File: config.mk
export PLATFORM = sky130hd
export DESIGN_NAME = vga_scanout_ctrl
export DESIGN_NICKNAME = d
export VERILOG_FILES = /design/src/rtl/vga_scanout_ctrl.sv
export SDC_FILE = /design/constraint.sdc
export NUM_CORES = 1
export LEC_CHECK = 0
export CORE_MARGIN = 1
export CORE_UTILIZATION = 56
export CTS_CLUSTER_DIAMETER = 120
export DETAILED_ROUTE_END_ITERATION = 8
export GPL_ROUTABILITY_DRIVEN = 1
export PLACE_DENSITY = 0.91
export SYNTH_ARGS = -nofsm -noshare
export SYNTH_HDL_FRONTEND = slang
export SYNTH_SLANG_ARGS = --single-unit
File: constraint.sdc
create_clock -name clk -period 7 [get_ports clk]
set_clock_uncertainty 0.1 [all_clocks]
set_input_delay 0.7 -clock clk [delete_from_list [all_inputs] [get_ports clk]]
set_output_delay 0.7 -clock clk [all_outputs]
set_load 0.01 [all_outputs]
File: src/rtl/vga_scanout_ctrl.sv
// rtl/vga_scanout_ctrl.sv - VGA timing, front-buffer scanout and vsync-aligned double-buffer flip.
// Optional SCANOUT_PIXEL_DOUBLE_EN: half-resolution framebuffer, each pixel and line shown twice.
module vga_scanout_ctrl #(
    parameter int H_ACTIVE = 640,
    parameter int H_FP     = 16,
    parameter int H_SYNC   = 96,
    parameter int H_BP     = 48,
    parameter int V_ACTIVE = 480,
    parameter int V_FP     = 10,
    parameter int V_SYNC   = 2,
    parameter int V_BP     = 33,
    parameter int ADDR_W   = 20,
    parameter int COLOR_W  = 12,
    parameter logic [ADDR_W-1:0] FB_BASE0 = '0,
    parameter logic [ADDR_W-1:0] FB_BASE1 = 'h4B000
) (
    input  logic               clk,
    input  logic               reset,
    input  logic               flip,
    output logic               vsync,
    output logic               flip_done,
    output logic               front_sel,
    output logic               fb_rd_en,
    output logic [ADDR_W-1:0]  fb_rd_addr,
    input  logic [COLOR_W-1:0] fb_rd_data,
    output logic               vga_hs,
    output logic               vga_vs,
    output logic [COLOR_W-1:0] vga_rgb
);

    localparam int H_TOTAL = H_ACTIVE + H_FP + H_SYNC + H_BP;
    localparam int V_TOTAL = V_ACTIVE + V_FP + V_SYNC + V_BP;
    localparam int HW = $clog2(H_TOTAL);
    localparam int VW = $clog2(V_TOTAL);

    localparam logic [HW-1:0] H_LAST = HW'(H_TOTAL - 1);
    localparam logic [HW-1:0] H_ACT  = HW'(H_ACTIVE);
    localparam logic [HW-1:0] HS_BEG = HW'(H_ACTIVE + H_FP);
    localparam logic [HW-1:0] HS_END = HW'(H_ACTIVE + H_FP + H_SYNC);
    localparam logic [VW-1:0] V_LAST = VW'(V_TOTAL - 1);
    localparam logic [VW-1:0] V_ACT  = VW'(V_ACTIVE);
    localparam logic [VW-1:0] VS_BEG = VW'(V_ACTIVE + V_FP);
    localparam logic [VW-1:0] VS_END = VW'(V_ACTIVE + V_FP + V_SYNC);

    // Stage 0: counter position presented this cycle, with its read request and sync levels.
    logic              run;
    logic [HW-1:0]     hcnt;
    logic [VW-1:0]     vcnt;
    logic              pos_act;
    logic              pos_hs;
    logic              pos_vs;

    // Stage 1: position delayed by one cycle, aligned with fb_rd_data.
    logic              act_d1;
    logic              rd_d1;
    logic              hs_d1;
    logic              vs_d1;
    logic [COLOR_W-1:0] pix_hold;

    logic              front_q;
    logic              flip_pending;
    logic              swap;

    logic [HW-1:0]     h_nxt;
    logic [VW-1:0]     v_nxt;
    logic              act_nxt;
    logic              hs_nxt;
    logic              vs_nxt;
    logic              vsync_nxt;
    logic              frame_start;
    logic              rd_nxt;
    logic [ADDR_W-1:0] base;
    logic [ADDR_W-1:0] addr_nxt;

`ifdef SCANOUT_PIXEL_DOUBLE_EN
    localparam logic [ADDR_W-1:0] HALF_W = ADDR_W'(H_ACTIVE / 2);
    logic [ADDR_W-1:0] line_base;
    logic [ADDR_W-1:0] line_nxt;
`endif

    assign base = front_q ? FB_BASE1 : FB_BASE0;

    // The first cycle after reset presents (0,0) rather than advancing past it.
    always_comb begin
        h_nxt = '0;
        v_nxt = '0;
        if (run) begin
            if (hcnt == H_LAST) begin
                h_nxt = '0;
                v_nxt = (vcnt == V_LAST) ? '0 : vcnt + 1'b1;
            end else begin
                h_nxt = hcnt + 1'b1;
                v_nxt = vcnt;
            end
        end
        act_nxt     = (h_nxt < H_ACT) && (v_nxt < V_ACT);
        hs_nxt      = !((h_nxt >= HS_BEG) && (h_nxt < HS_END));
        vs_nxt      = !((v_nxt >= VS_BEG) && (v_nxt < VS_END));
        vsync_nxt   = (h_nxt == '0) && (v_nxt == V_ACT);
        frame_start = (h_nxt == '0) && (v_nxt == '0);
    end

`ifdef SCANOUT_PIXEL_DOUBLE_EN
    // Odd lines rewind to the start of the previous line so each source line is shown twice.
    always_comb begin
        rd_nxt   = act_nxt && !h_nxt[0];
        addr_nxt = fb_rd_addr;
        line_nxt = line_base;
        if (frame_start) begin
            addr_nxt = base;
            line_nxt = base;
        end else if (act_nxt && (h_nxt == '0)) begin
            if (v_nxt[0]) begin
                addr_nxt = line_base;
            end else begin
                addr_nxt = line_base + HALF_W;
                line_nxt = line_base + HALF_W;
            end
        end else if (rd_nxt) begin
            addr_nxt = fb_rd_addr + 1'b1;
        end
    end
`else
    always_comb begin
        rd_nxt   = act_nxt;
        addr_nxt = fb_rd_addr;
        if (frame_start) begin
            addr_nxt = base;
        end else if (act_nxt) begin
            addr_nxt = fb_rd_addr + 1'b1;
        end
    end
`endif

    // A flip in the vsync cycle itself is honoured, so the swap is visible combinationally.
    assign swap      = vsync && (flip_pending || flip);
    assign front_sel = front_q ^ swap;

    always_ff @(posedge clk) begin
        if (reset) begin
            run          <= 1'b0;
            hcnt         <= '0;
            vcnt         <= '0;
            pos_act      <= 1'b0;
            pos_hs       <= 1'b1;
            pos_vs       <= 1'b1;
            vsync        <= 1'b0;
            fb_rd_en     <= 1'b0;
            fb_rd_addr   <= FB_BASE0;
            front_q      <= 1'b0;
            flip_pending <= 1'b0;
            flip_done    <= 1'b0;
            act_d1       <= 1'b0;
            rd_d1        <= 1'b0;
            hs_d1        <= 1'b1;
            vs_d1        <= 1'b1;
            pix_hold     <= '0;
            vga_rgb      <= '0;
            vga_hs       <= 1'b1;
            vga_vs       <= 1'b1;
`ifdef SCANOUT_PIXEL_DOUBLE_EN
            line_base    <= FB_BASE0;
`endif
        end else begin
            run        <= 1'b1;
            hcnt       <= h_nxt;
            vcnt       <= v_nxt;
            pos_act    <= act_nxt;
            pos_hs     <= hs_nxt;
            pos_vs     <= vs_nxt;
            vsync      <= vsync_nxt;
            fb_rd_en   <= rd_nxt;
            fb_rd_addr <= addr_nxt;
`ifdef SCANOUT_PIXEL_DOUBLE_EN
            line_base  <= line_nxt;
`endif

            if (swap) begin
                front_q      <= ~front_q;
                flip_pending <= 1'b0;
            end else if (flip) begin
                flip_pending <= 1'b1;
            end
            flip_done <= swap;

            act_d1 <= pos_act;
            rd_d1  <= fb_rd_en;
            hs_d1  <= pos_hs;
            vs_d1  <= pos_vs;
            if (rd_d1) begin
                pix_hold <= fb_rd_data;
            end
            // Cycles without a fresh read (odd pixels when doubling) reuse the last word.
            vga_rgb <= act_d1 ? (rd_d1 ? fb_rd_data : pix_hold) : '0;
            vga_hs  <= hs_d1;
            vga_vs  <= vs_d1;
        end
    end

endmodule

==> results of run 1 <==
-- path summary, 6_finish.rpt --
kind | from | slack (ns) | endpoint | cells past startpoint
max reg2reg | hcnt[0]$_SDFF_PP0_ | 3.22 | fb_rd_addr[18]$_SDFFE_PP0P_ | 9
min reg2reg | vs_d1$_SDFF_PP1_ | 0.31 | vga_vs$_SDFF_PP1_ | 1
min | vs_d1$_SDFF_PP1_ | 0.31 | vga_vs$_SDFF_PP1_ | 1
max | hcnt[0]$_SDFF_PP0_ | 3.22 | fb_rd_addr[18]$_SDFFE_PP0P_ | 9
-- area by class of cell --
class	count	area share
inverters	11	0.0106
multi-input cells	262	0.431
flip-flops and latches	65	0.335
well taps	70	0.0226
clock buffers	10	0.0329
clock inverters	6	0.0335
repair buffers	52	0.134
-- registers in the layout, indices dropped and copies added (netlist names) --
signal	cells
flip_pending	1
rd_d1	1
flip_done	1
vs_d1	1
pos_vs	1
vsync	1
vcnt	10
hs_d1	1
fb_rd_addr	20
pos_hs	1
pos_act	1
vga_rgb	12
hcnt	10
front_q	1
run	1
vga_hs	1
vga_vs	1
-- worst register-to-register path, stage by stage, from the launching register on --
cell and delay (ns):
sky130_fd_sc_hd__dfxtp_1 0.41, sky130_fd_sc_hd__ha_1 0.36, sky130_fd_sc_hd__nand4_1 0.31, sky130_fd_sc_hd__nor4_4 0.52
sky130_fd_sc_hd__a31oi_1 0.23, sky130_fd_sc_hd__o21ba_1 0.25, sky130_fd_sc_hd__a311oi_4 0.85, sky130_fd_sc_hd__nor2_1 0.13
sky130_fd_sc_hd__a31o_1 0.23, sky130_fd_sc_hd__a211o_1 0.28
-- logic make-up (layout without fill, tap and decap cells) --
group	Yosys count	after routing
buffers and inverters	31	79
multiplexers	3	3
AND/OR/NAND/NOR	180	180
AO/OA/AOI/OAI	41	41
XOR/XNOR	34	34
adder cells (fa/ha/maj)	4	4
flip-flops	65	65
-- per-stage QoR --
step	hold WS, ns	area (sq um)	power [mW]
after detailed placement	0.294	3620	0.416
after CTS	0.309	3880	0.826
final	0.308	3880	0.818
after global routing	0.330	3880	0.846
after floorplan	0.289	3090	0.400
after global placement	0.292	3620	0.415
-- metal layers --
layer,up-vias,GRT usage,wire length (um),part of all wire
li1,1333,-,-,-
met1,1226,0.281,2930,0.44
met2,93,0.407,3270,0.49
met3,15,0.0515,359,0.054
met4,0,0.137,140,0.021
met5,-,0,0,0
-- power breakdown --
part	total (mW)	switching, mW	internal, mW
clock	0.410	0.139	0.272
combinational	0.0308	0.0145	0.0163
sequential	0.377	0.00283	0.374
total	0.818	0.156	0.662
-- placed cells by master (no fill, tap or decap), drive strengths merged, types with 4 or more instances in the layout --
cell           count
a21oi              7
a31oi              5
and2              17
and3              11
and4               6
bufinv             4
clkbuf            10
clkdlybuf4s50     52
dfxtp             65
ha                 4
inv               10
nand2             25
nand3             16
nand4             17
nor2              46
nor2b              5
nor3              12
nor3b              4
o21ai              5
o31ai              4
or2                5
xnor2             13
xor2              21
==> summary.txt, run 1 <==
Outcome: complete, no violations
Biggest area contributors in the synthesized netlist: sky130_fd_sc_hd__dfxtp_1, sky130_fd_sc_hd__xor2_1, sky130_fd_sc_hd__nor2_1
Post-Synthesis Mean Instance Area: 8.64 sq um
Total Routed Length: 6700 um
Floorplan die height: 76.3 um
Portion of netlist area occupied by mux cells: 0.00971
Largest family of logic cells by synthesized area: simple AND/OR/NAND/NOR gates
Max H-tree Level: 3
Post-synthesis share of cell area spent on full adders, half adders and majority gates: 0.0162
Worst-case vdd ir drop: 0.197 mV
TritonRoute pass-1 iters: 4
TNS Setup: 0 ns
First-pass GRT wire length: 11000 um
YS warnings: 0
Congestion Overflow GR: 0
Area growth from synthesis to layout: 25.4%
Post-synth EDFFs: 0
ANT nets after route: 0
Cell at the slowest stage of the critical path: sky130_fd_sc_hd__a311oi_4
Count of cell types in the netlist: 55
Total I/O pin count: 53
Nature of the critical path startpoint: flop
Shortest period the worst path allows: 3.78 ns
Number of buffers on the longest clock path: 2
Most area-hungry cell type in the Yosys netlist: sky130_fd_sc_hd__dfxtp_1
Final count of hold timing violations: 0
Slew margin rel.: 0.347
Flops & latches, synth: 65
Skew-Pair Late Insertion Delay: 0.34 ns
Initial Utilization: 0.594
# rows: 26
Measured slew at the worst slew-check pin: 0.979 ns
Total area of sequential cells: 0.00130 sq mm
WP data required: 7.13 ns
Number of setup violations in the final report: 0
Die footprint: 0.00582 sq mm
Antenna diode count: 0
CTS tree: done
Dominant delay contributor by cell family on the critical path: compound AO/OA/AOI/OAI gates
Antenna violations before repair: 0
Max-cap check violation count: 0
Worst-path clk slew: 0.07 ns
Area of the mapped netlist: 0.00309 sq mm
Buffers inserted during post-CTS setup optimization: 0
Setup slack after layout: 3.22 ns
Critical path start-end classification: flop to flop
Multi-input logic area: 0.00167 sq mm
CTS buffer count: 9
Number of gates resized after cts: 0
Layout cells sized above 1: 0.0640
Unrepaired setup endpoints after global routing: false
Compound-gate portion of the synthesized area: 0.0999
Cell leakage power: 1.45 nW
Most frequent cell after synthesis: sky130_fd_sc_hd__dfxtp_1
Number of instances in the synthesized netlist: 358
Crit. End Element: flop
Critical path, cell by cell: ha_1 > nand4_1 > nor4_4 > a31oi_1 > o21ba_1 > a311oi_4 > nor2_1 > a31o_1 > a211o_1
Mean number of vias per cell: 5.60
Core Region: 0.00520 sq mm
Final Max Tran Viols: 0
Critical path fanouts, max: 24
Arrival time reported for the critical path endpoint: 3.91 ns
Die width: 76.3 um
Number of filler cells placed in the layout: 366
Final cell count without fillers: 476
Xor and xnor fraction of the mapped netlist area: 0.0963
CTS Sinks: 65
Largest incremental delay on the critical path: 0.85 ns
Syn nets: 377
Worst Setup Slack post-DPL: 3.27 ns
Vias after detailed routing: 2667
Dominant synthesized flop cell: sky130_fd_sc_hd__dfxtp_1
Initial DRC Count: 135
Global router's overall resource usage: 0.241
Largest net degree at the start of global routing: 25
Achievable clock frequency: 0.265 GHz
Ratio of final minimum period to clock period: 0.540
Path type of the worst min-delay path: flop to flop
Cells after DPL: 460
Ys async rst share: 0
Synth top cells by count: sky130_fd_sc_hd__dfxtp_1, sky130_fd_sc_hd__nor2_1, sky130_fd_sc_hd__nand2_1
Residual DRC: 0
Sequential-to-total area share from yosys stat: 0.421
Quantity of I/O buffers inserted on ports: 52
Post-Synth Simple-Gate Area: 0.318
Number of global-route vias before repair: 2460
Utilization after layout: 0.745
Count of nets after finishing: 420
Power per standard cell area: 211 mW/mm^2
Sum of net half-perimeters after detailed placement: 4800 um
Root buffer cell: sky130_fd_sc_hd__clkbuf_8
Detailed-route wire length per cell: 14.1 um
Yosys top cell area share: 0.421
Hold buffers post-CTS: 0
Count of buffering cells on the critical path with inverters included: 0
Routability Congestion: 0.984
Power figures use the tool's default switching activity.
==> run 2, diff against run 1 <==
--- a/config.mk
+++ b/config.mk
@@ -6,11 +6,11 @@
 export NUM_CORES = 1
 export LEC_CHECK = 0
 export CORE_MARGIN = 1
-export CORE_UTILIZATION = 56
+export CORE_UTILIZATION = 52
 export CTS_CLUSTER_DIAMETER = 120
 export DETAILED_ROUTE_END_ITERATION = 8
 export GPL_ROUTABILITY_DRIVEN = 1
-export PLACE_DENSITY = 0.91
+export PLACE_DENSITY = 0.86
 export SYNTH_ARGS = -nofsm -noshare
 export SYNTH_HDL_FRONTEND = slang
 export SYNTH_SLANG_ARGS = --single-unit
==> constraint.sdc (replaced) <==
create_clock -name clk -period 3.6 [get_ports clk]
set_clock_uncertainty 0.1 [all_clocks]
set_input_delay 0.36 -clock clk [delete_from_list [all_inputs] [get_ports clk]]
set_output_delay 0.36 -clock clk [all_outputs]
set_load 0.01 [all_outputs]
==> run 2 against run 1 <==
Compared with the run above: via count increased by 0.71%; hold slack better by 0.0015 ns; critical path depth increased by 1; combinational power grew 100%; power is 74% higher; sequential share of layout area up 0.12 points; largest power group is now registers; non-clock buffer count up 5; global-route usage down 0.66 points; wire length rose by 2.0%; register-to-register slack got worse by 3.0 ns; cell count is 1.5% higher.
==> summary.txt, run 2 (same netlist as run 1, synthesis figures left out) <==
Largest net degree at the start of global routing: 24 (-4.0%)
Worst-path clk slew: 0.08 ns (about the same)
Arrival time reported for the critical path endpoint: 3.52 ns (-0.39 ns)
Root buffer cell: sky130_fd_sc_hd__clkbuf_8
Power per standard cell area: 367 mW/mm^2 (+74%)
Critical path fanouts, max: 23 (-4.2%)
First-pass GRT wire length: 11300 um (+2.7%)
Number of buffers on the longest clock path: 2 (unchanged)
Floorplan die height: 79.1 um (+3.7%)
Layout cells sized above 1: 0.0803 (+0.0163)
Most frequent standard cell in the layout excluding fill and tap cells: sky130_fd_sc_hd__dfxtp_1
TritonRoute pass-1 iters: 4 (unchanged)
Antenna violations before repair: 0 (unchanged)
Congestion Overflow GR: 0 (unchanged)
Die width: 79.1 um (+3.7%)
ANT nets after route: 0 (unchanged)
CTS tree: done
Slew margin rel.: 0.647 (+0.300)
Antenna diode count: 0 (unchanged)
Residual DRC: 0 (unchanged)
Total I/O pin count: 53 (unchanged)
Global router's overall resource usage: 0.234 (-0.00659)
Area growth from synthesis to layout: 25.0%
Quantity of I/O buffers inserted on ports: 52 (unchanged)
Final Instance Area: 0.00387 sq mm (-0.35%)
Unrepaired setup endpoints after global routing: false
CTS Sinks: 65 (unchanged)
Core Region: 0.00561 sq mm (+7.7%)
Achievable clock frequency: 0.296 GHz (+12%)
Vias after detailed routing: 2686 (+0.71%)
CTS buffer count: 9 (unchanged)
Nature of the critical path startpoint: flop
Path type of the worst min-delay path: flop to flop
Final count of hold timing violations: 0 (unchanged)
Max H-tree Level: 3 (unchanged)
Outcome: complete, no violations
Number of setup violations in the final report: 0 (unchanged)
Measured slew at the worst slew-check pin: 0.528 ns (-0.451 ns)
Max-cap check violation count: 0 (unchanged)
Initial Utilization: 0.552 (-0.0427)
Cell leakage power: 1.44 nW (-1.2%)
Setup slack after layout: 0.219 ns (-3.00 ns)
Critical path start-end classification: flop to flop
Final Max Tran Viols: 0 (unchanged)
Die footprint: 0.00626 sq mm (+7.5%)
Skew-Pair Late Insertion Delay: 0.34 ns (about the same)
Max FFs per register: 20 (unchanged)
Shortest period the worst path allows: 3.38 ns (-0.397 ns)
Count of nets after finishing: 425 (+1.2%)
Leading registers by flop count: fb_rd_addr: 20 flops, vga_rgb: 12 flops
Total Routed Length: 6840 um (+2.0%)
Cells after DPL: 467 (+1.5%)
TNS Setup: 0 ns (unchanged)
# rows: 27 (+3.8%)
Power after layout: 1.42 mW (+74%)
Worst Setup Slack post-DPL: 0.242 ns (-3.03 ns)
Initial DRC Count: 159 (+18%)
Sum of net half-perimeters after detailed placement: 4830 um (+0.64%)
Crit. End Element: flop
Area after DPL: 0.00366 sq mm (+1.1%)
Routability Congestion: 0.918 (-6.7%)
Detailed-route wire length per cell: 14.2 um (+0.48%)
Number of global-route vias before repair: 2403 (-2.3%)
Most used cells in the layout excluding fill and tap cells: sky130_fd_sc_hd__dfxtp_1, sky130_fd_sc_hd__clkdlybuf4s50_1, sky130_fd_sc_hd__nor2_1, sky130_fd_sc_hd__nand2_1, sky130_fd_sc_hd__xor2_1
Hold buffers post-CTS: 0 (unchanged)
Worst-case vdd ir drop: 0.198 mV (+0.42%)
Ratio of final minimum period to clock period: 0.939 (+0.399)
Register with the most flip-flops: fb_rd_addr
Mean number of vias per cell: 5.56 (-0.75%)
WP data required: 3.74 ns (-3.39 ns)
Final cell count without fillers: 483 (+1.5%)
run 2: cell count changes in the layout (fill, tap and decap cells not counted), sizes merged:
cell	change
clkbuf	-1
bufinv	-3
inv	+2
clkinv	-2
clkinvlp	+4
buf	+5
run 2: final timing paths:
path / startpoint / endpoint / slack [ns] / cells past startpoint
worst max-delay path: hcnt[0]$_SDFF_PP0_ / fb_rd_addr[18]$_SDFFE_PP0P_ / 0.22 / 10
worst min register to register: pos_vs$_SDFF_PP1_ / vs_d1$_SDFF_PP1_ / 0.31 / 1
worst min-delay path: pos_vs$_SDFF_PP1_ / vs_d1$_SDFF_PP1_ / 0.31 / 1
worst max register to register: hcnt[0]$_SDFF_PP0_ / fb_rd_addr[18]$_SDFFE_PP0P_ / 0.22 / 10
run 2: power breakdown:
group	internal (mW)	switching, mW
Combinational	0.0337	0.0282
Sequential	0.727	0.00572
Clock	0.324	0.302
Total	1.08	0.336
run 2: final cells by class:
class	count	area, sq um
fillers	432	1740
clock inverters	7	77.6
inverters	11	41.3
well taps	72	90.1
flip-flops and latches	65	1300
repair buffers	57	558
clock buffers	9	124
multi-input cells	262	1670
run 2: repair_timing:
item                                    CTS  global route
buffers inserted                          0             0
endpoints found under the setup margin    0            16
resized for setup                         0             1
endpoints found under the hold margin     0             0
run 2: routing by layer:
metal / track usage / up-vias / part of all wire
met5: 0 / - / 0
met3: 0.0759 / 8 / 0.054
met2: 0.380 / 84 / 0.49
li1: - / 1351 / -
met1: 0.285 / 1243 / 0.44
met4: 0.0927 / 0 / 0.014
run 2: worst max-delay path, cell delays in order, from the launching register on:
cell and delay, ns:
sky130_fd_sc_hd__dfxtp_1 0.40, sky130_fd_sc_hd__ha_1 0.36, sky130_fd_sc_hd__nand4_1 0.30, sky130_fd_sc_hd__nor4_4 0.49, sky130_fd_sc_hd__a31oi_1 0.24, sky130_fd_sc_hd__o21ba_1 0.26, sky130_fd_sc_hd__a311oi_4 0.27, sky130_fd_sc_hd__buf_4 0.30
sky130_fd_sc_hd__nor2_1 0.09, sky130_fd_sc_hd__a31o_1 0.19, sky130_fd_sc_hd__a211o_1 0.28
run 2: metrics by stage:
stage / hold slack, ns / util
2_1_floorplan: 0.289 / -
3_3_place_gp: 0.292 / 0.653
3_5_place_dp: 0.293 / 0.653
4_1_cts: 0.308 / 0.689
5_1_grt: 0.319 / 0.689
6_report: 0.309 / 0.689
